===== config.mk =====
export PLATFORM = sky130hd
export DESIGN_NAME = cache_refill_ctrl
export DESIGN_NICKNAME = d
export VERILOG_FILES = /design/src/rtl/cache_refill_ctrl.sv
export SDC_FILE = /design/constraint.sdc
export NUM_CORES = 2
export LEC_CHECK = 0
export BUFFER_PORTS_ARGS = -buffer_cell sky130_fd_sc_hd__buf_2
export CAP_MARGIN = 40
export CORE_AREA = 2 2 473 475
export CTS_BUF_LIST = sky130_fd_sc_hd__clkbuf_2
export DETAILED_ROUTE_END_ITERATION = 8
export DIE_AREA = 0 0 475 477
export PLACE_DENSITY_LB_ADDON = 0.08
export SLEW_MARGIN = 20
export SYNTH_ARGS = -nofsm -noshare
export SYNTH_HDL_FRONTEND = slang
export SYNTH_SLANG_ARGS = --single-unit

===== constraint.sdc =====
create_clock -name clk -period 4.9 [get_ports clk]
set_input_delay 0 -clock clk [delete_from_list [all_inputs] [get_ports clk]]
set_output_delay 0 -clock clk [all_outputs]
set_load 0.005 [all_outputs]

===== src/rtl/cache_refill_ctrl.sv =====
`default_nettype none
// ============================================================================
// cache_refill_ctrl: writes a dirty victim line back to memory, then refills
// the missed line, 16 beats each way. Revision: 1.0
// ============================================================================
module cache_refill_ctrl #(
  parameter  int LINE_BYTES = 64,
  parameter  int MEM_WIDTH  = 32,
  localparam int LINE_BITS  = LINE_BYTES * 8,
  localparam int BEATS      = LINE_BITS / MEM_WIDTH
) (
  input  logic                 clk,
  input  logic                 rst,
  input  logic                 req_valid,
  output logic                 req_ready,
  input  logic [31:0]          req_addr,
  input  logic                 req_wb,
  input  logic [31:0]          wb_addr,
  input  logic [LINE_BITS-1:0] wb_data,
  output logic                 mem_req,
  output logic                 mem_we,
  output logic [31:0]          mem_addr,
  output logic [MEM_WIDTH-1:0] mem_wdata,
  input  logic                 mem_gnt,
  input  logic                 mem_rvalid,
  input  logic [MEM_WIDTH-1:0] mem_rdata,
  output logic                 fill_valid,
  output logic [31:0]          fill_addr,
  output logic [LINE_BITS-1:0] fill_data,
  input  logic                 fill_ready,
  output logic                 busy
);

  localparam int             CW         = $clog2(BEATS) + 1;
  localparam logic [CW-1:0]  FULL_CNT   = CW'(BEATS);
  localparam logic [CW-1:0]  LAST_CNT   = CW'(BEATS - 1);
  localparam logic [31:0]    BEAT_BYTES = 32'(MEM_WIDTH / 8);
  localparam logic [31:0]    LINE_MASK  = ~(32'(LINE_BYTES) - 32'd1);

  typedef enum logic [1:0] {
    IDLE = 2'd0,
    WB   = 2'd1,
    RD   = 2'd2,
    FILL = 2'd3
  } state_t;

  state_t               r_state;
  state_t               w_next;
  logic [31:0]          r_rd_base;
  logic [31:0]          r_wb_base;
  logic [LINE_BITS-1:0] r_wb_data;
  logic [LINE_BITS-1:0] r_line;
  logic [CW-1:0]        r_wb_cnt;
  logic [CW-1:0]        r_iss_cnt;
  logic [CW-1:0]        r_rcv_cnt;

  logic w_accept;
  logic w_wr_gnt;
  logic w_iss_open;
  logic w_rd_gnt;
  logic w_rcv;

  assign w_accept   = (r_state == IDLE) && req_valid;
  assign w_wr_gnt   = (r_state == WB) && mem_gnt;
  assign w_iss_open = (r_state == RD) && (r_iss_cnt != FULL_CNT);
  assign w_rd_gnt   = w_iss_open && mem_gnt;
  // Responses outside RD, or beyond the last beat, never touch the line.
  assign w_rcv      = (r_state == RD) && (r_rcv_cnt != FULL_CNT) && mem_rvalid;

  always_ff @(posedge clk) begin
    if (!rst) begin
      r_state <= IDLE;
    end else begin
      r_state <= w_next;
    end
  end

  always_comb begin
    w_next     = r_state;
    req_ready  = 1'b0;
    busy       = 1'b1;
    mem_req    = 1'b0;
    mem_we     = 1'b0;
    mem_addr   = '0;
    mem_wdata  = '0;
    fill_valid = 1'b0;
    fill_addr  = '0;
    fill_data  = '0;
    case (r_state)
      IDLE: begin
        req_ready = 1'b1;
        busy      = 1'b0;
        if (req_valid) begin
          w_next = req_wb ? WB : RD;
        end
      end
      WB: begin
        mem_req   = 1'b1;
        mem_we    = 1'b1;
        mem_addr  = r_wb_base + 32'(r_wb_cnt) * BEAT_BYTES;
        mem_wdata = r_wb_data[r_wb_cnt[CW-2:0]*MEM_WIDTH +: MEM_WIDTH];
        if (mem_gnt && (r_wb_cnt == LAST_CNT)) begin
          w_next = RD;
        end
      end
      RD: begin
        mem_req = w_iss_open;
        if (w_iss_open) begin
          mem_addr = r_rd_base + 32'(r_iss_cnt) * BEAT_BYTES;
        end
        if (w_rcv && (r_rcv_cnt == LAST_CNT)) begin
          w_next = FILL;
        end
      end
      FILL: begin
        fill_valid = 1'b1;
        fill_addr  = r_rd_base;
        fill_data  = r_line;
        if (fill_ready) begin
          w_next = IDLE;
        end
      end
      default: w_next = IDLE;
    endcase
  end

  always_ff @(posedge clk) begin
    if (!rst) begin
      r_rd_base <= '0;
      r_wb_base <= '0;
      r_wb_data <= '0;
      r_line    <= '0;
      r_wb_cnt  <= '0;
      r_iss_cnt <= '0;
      r_rcv_cnt <= '0;
    end else begin
      if (w_accept) begin
        r_rd_base <= req_addr & LINE_MASK;
        r_wb_base <= wb_addr & LINE_MASK;
        r_wb_data <= wb_data;
        r_wb_cnt  <= '0;
        r_iss_cnt <= '0;
        r_rcv_cnt <= '0;
      end
      if (w_wr_gnt) begin
        r_wb_cnt <= r_wb_cnt + 1'b1;
      end
      if (w_rd_gnt) begin
        r_iss_cnt <= r_iss_cnt + 1'b1;
      end
      if (w_rcv) begin
        r_line[r_rcv_cnt[CW-2:0]*MEM_WIDTH +: MEM_WIDTH] <= mem_rdata;
        r_rcv_cnt <= r_rcv_cnt + 1'b1;
      end
    end
  end

endmodule
`default_nettype wire


==> flow_summary.yaml, run 1 <==
clock_tree:
  cts_setup_buffers: 0
  cts_root_buf: "clkbuf_2"
  clock_sinks: 1093
  cts_resized: 0
  hold_buffers: 2072
  numCtsBuffers: 350
  cts_buffer_depth: 4
  h-tree-depth: 5
yosys:
  synth_cell_types: 65
  synth-seq-cells: 1093
  synth_top_area_cell: "dfxtp_1"
  yosys.area.top_type_share: 0.448
  ys_warn_count: 0
  syn_area_um2: 48800
  netlist_instances: 6123
  synth_edf_count: 0
  synth-main-ff-cell: "dfxtp_1"
  ys_seq_area_frac: 0.448
  async_reset_ff_frac: 0
  syn_area_per_cell_um2: 7.97
  synthTopCellsByArea: "dfxtp_1, nand2_1, a21oi_1"
floorplan:
  io_pins: 1228
  rows: 173
  initial_core_util: 0.220
  die_w_um: 475
  fp.dieH_um: 477
outcome:
  status: "stopped before the end"
  haltStage: "clock tree synthesis"
  error: "[ERROR RSZ-0060] Max buffer count reached."
placement:
  numPortBuffers: 1207
  place_area_um2: 57500
  gp_congestion: 0.848
  dp_hpwl_mm: 192
[synthesized netlist by cell type, types with 16 or more instances]
cell and count:
clkbuf_1 501, buf_2 80, and2_1 609, mux4_2 160, ha_1 16, nand3_1 325
dfxtp_1 1093, xnor2_1 27, nand2_1 1772, or3_1 68, nand4_1 110, a21oi_1 1011
a21boi_0 85, buf_1 21, nor2_1 49, o21ai_0 17, inv_1 19
[through the flow]
stage,hold WS (ns),worst slack (ns),utilization,instances
floorplan,0.136,2.55,-,6130
global placement,0.244,1.47,0.259,9806
detailed placement,0.246,1.57,0.260,9812
[kinds of logic after synthesis]
kind of cell / count (synthesis) / share of synthesized area
and+or+nand+nor: 3009 / 0.287
AOI/OAI and AO/OA: 1166 / 0.127
DFF: 1093 / 0.448
buffers and inverters: 641 / 0.0533
muxes: 161 / 0.0740
xor gates and xnor gates: 36 / 0.00661
adders and majority gates: 16 / 0.00410
other: 1 / 0.0000768
==> run 2, diff against run 1 <==
Settings changed: CORE_AREA 2 2 473 475 to 2 2 472 474, CTS_BUF_LIST sky130_fd_sc_hd__clkbuf_2 to unset, DIE_AREA 0 0 475 477 to 0 0 474 476, PLACE_DENSITY_LB_ADDON 0.08 to 0.15.
==> run 2 against run 1 <==
Net effect: the flow now finishes without violations; synthesized cell count is the same; area after synthesis stayed put.
==> flow_summary.yaml, run 2 <==
global_route:
  use_met3: 0.0443
  grt_usage: 0.219
  use_met2: 0.379
  antenna_found_initial: 82
  grt_max_degree: 170
  grt_pass1_wl_mm: 361
  first_global_vias: 50010
  busiest_layer: "met2"
  met1_usage: 0.261
  grt_overflow: 0
detailed_routing:
  drc: 0
  drtPass1Iterations: 5
  via_count: 52028
  drtIter0Drc: 3997
  wire_per_inst_um: 23.2
  drtAntennaViolNets: 0
  drt_wl_total_mm: 259
  routed_via_density: 4.66
yosys:
  synth_fa_ha_area_frac: 0.00410
  synth-seq-cells: 1093
  syn_area_um2: 48800
  synthTopCellsByArea: "dfxtp_1, nand2_1, a21oi_1"
  ys_seq_area_frac: 0.448
  synthXorXnorAreaFrac: 0.00661
  synth_top_area_cell: "dfxtp_1"
  yosys.area.top_type_share: 0.448
  synth_compound_area_frac: 0.127
  ys_warn_count: 0
  synth_top_family_by_area: "simple AND/OR/NAND/NOR gates"
  synth_edf_count: 0
  synth-main-ff-cell: "dfxtp_1"
  synthMuxAreaShare: 0.0740
  yosys-top-cells-count: "nand2_1, dfxtp_1, a21oi_1"
  async_reset_ff_frac: 0
  yosys.area_share.simple: 0.287
  netlist_instances: 6123
  synth_cell_types: 65
  yosysMostFrequentCell: "nand2_1"
  syn_area_per_cell_um2: 7.97
clock_tree:
  cts_buffer_depth: 3
  cts_setup_buffers: 0
  numCtsBuffers: 143
  cts_resized: 0
  worstSkewPairLatency_ns: 0.81
  cts_tree: "built"
  cts.reportedPaths.clkPinSlew_ns: 0.06
  cts_root_buf: "clkbuf_16"
  clock_sinks: 1093
  h-tree-depth: 4
  hold_buffers: 1056
worst_setup_path:
  reg2reg_slack_ns: 1.12
  cp-endpoint: "r_state[1]$_SDFFE_PN0P_"
  end_kind: "register"
  crit_fanout: 27
  crit-reg2reg-launch: "r_wb_cnt[1]$_SDFFE_PN0P_"
  cp.required_ns: 5.62
  critPathArrivalTime_ns: 4.50
  crit_type: "reg2reg"
  r2r_cells: 10
  r2r_end: "r_state[1]$_SDFFE_PN0P_"
  start_kind: "register"
  crit_start: "r_wb_cnt[1]$_SDFFE_PN0P_"
power_and_ir_drop:
  max-vdd-ir-drop_mv: 0.363
  p_leak_nw: 28.7
  p_per_area_nw_per_um2: 378
layout:
  seq_area_um2: 21900
  final_common_cell: "nand2_1"
  multi_input_area_um2: 24400
  final_nets: 8666
  top_regs: "r_line (512), r_wb_data (512)"
  fin_util: 0.330
  layout_common_cells: "nand2_1, buf_2, dfxtp_1, dlygate4sd3_1, a21oi_1"
  syn2layout_area_growth_pct: 49.3
  final_layout_size_suffix_gt1_frac: 0.211
  fillers: 23550
floorplan:
  io_pins: 1228
  initial_core_util: 0.221
  core_area_um2: 221000
  rows: 173
  fp.dieH_um: 476
  die_w_um: 474
  dieArea_um2: 226000
run:
  max-cap-violations: 0
sta:
  worst_slack_ns: 1.12
  finalSetupViolCount: 0
  period_minus_slack_ns: 3.78
  clock_skew_ns: 0.0761
  worst_slew_pin_slew_ns: 1.10
  fmax_mhz: 265
  finalCritPeriodShare: 0.771
  tns_ns: 0
  hold_viol: 0
  rsz0062_at_grt: "no"
  maxSlewViolCount: 0
  hold_slack_ns: 0.0553
  relSlewSlack: 0.269
placement:
  numPortBuffers: 1207
  gp_congestion: 0.868
  pre_cts_ws_ns: 1.42
  dp_hpwl_mm: 182
min_path:
  hp-class: "in2reg"
outcome:
  status: "finished clean"
[run 2: cell counts after synthesis]
No cell type changed its count.
[run 2: worst min path at each step]
stage / slack (ns) / depth (start not counted) / start / to
6_report: 0.06 / 4 / req_valid / r_wb_data[482]$_SDFFE_PN0P_
3_3_place_gp: 0.24 / 3 / wb_data[360] / r_wb_data[360]$_SDFFE_PN0P_
3_5_place_dp: 0.25 / 3 / wb_data[348] / r_wb_data[348]$_SDFFE_PN0P_
5_1_grt: 0.02 / 4 / wb_data[60] / r_wb_data[60]$_SDFFE_PN0P_
4_1_cts: 0.0003 / 4 / req_addr[17] / r_rd_base[17]$_SDFFE_PN0P_
2_1_floorplan: 0.14 / 2 / wb_data[0] / r_wb_data[0]$_SDFFE_PN0P_
[run 2: cells by family (layout without fill, tap and decap cells)]
family,after synthesis,after routing
AO/OA/AOI/OAI,1166,1166
XOR/XNOR,36,36
adder cells (fa/ha/maj),16,16
buffers and inverters,641,2644
flip-flops,1093,1093
multiplexers,161,161
other,1,66
AND/OR/NAND/NOR,3009,3009
[run 2: critical path, cell delays in order (launching register included)]
cell and delay (ns):
dfxtp_4 0.75, buf_4 0.40, ha_1 0.23, and3_1 0.16
ha_1 0.14, nand2_1 0.06, a221o_1 0.40, a211o_1 0.27
dlygate4sd3_1 0.55, a21boi_0 0.17, dlygate4sd3_1 0.56
[run 2: area by class of cell]
type                       count  area share
antenna                       58     0.00199
clock buffer                 209      0.0558
clock inverter                34     0.00881
inverter                      19     0.00108
multi-input combinational   4396       0.335
sequential                  1093       0.300
tap                         2975      0.0511
timing repair buffer        2382       0.246
[run 2: per-layer routing]
layer,wire [µm],vias up,part of all wire
met5,177,-,0.00068
met4,12300,28,0.047
met3,15700,510,0.061
met2,126000,1867,0.49
met1,105000,25292,0.41
li1,-,24331,-
[run 2: stage by stage]
stage	cell area [µm²]	std cells	power, W
3_3_place_gp	57400	9806	0.0162
5_1_grt	72800	11151	0.0288
4_1_cts	72700	11108	0.0279
3_5_place_dp	57400	9809	0.0163
2_1_floorplan	48800	6130	0.0137
6_report	72900	11166	0.0275
[run 2: power breakdown]
group	leakage (nW)	internal, W	switching, W
sequential	8.89	0.00971	0.000526
combinational	17.5	0.00245	0.00420
clock	2.27	0.00618	0.00448
(Power assumes the default switching activity.)
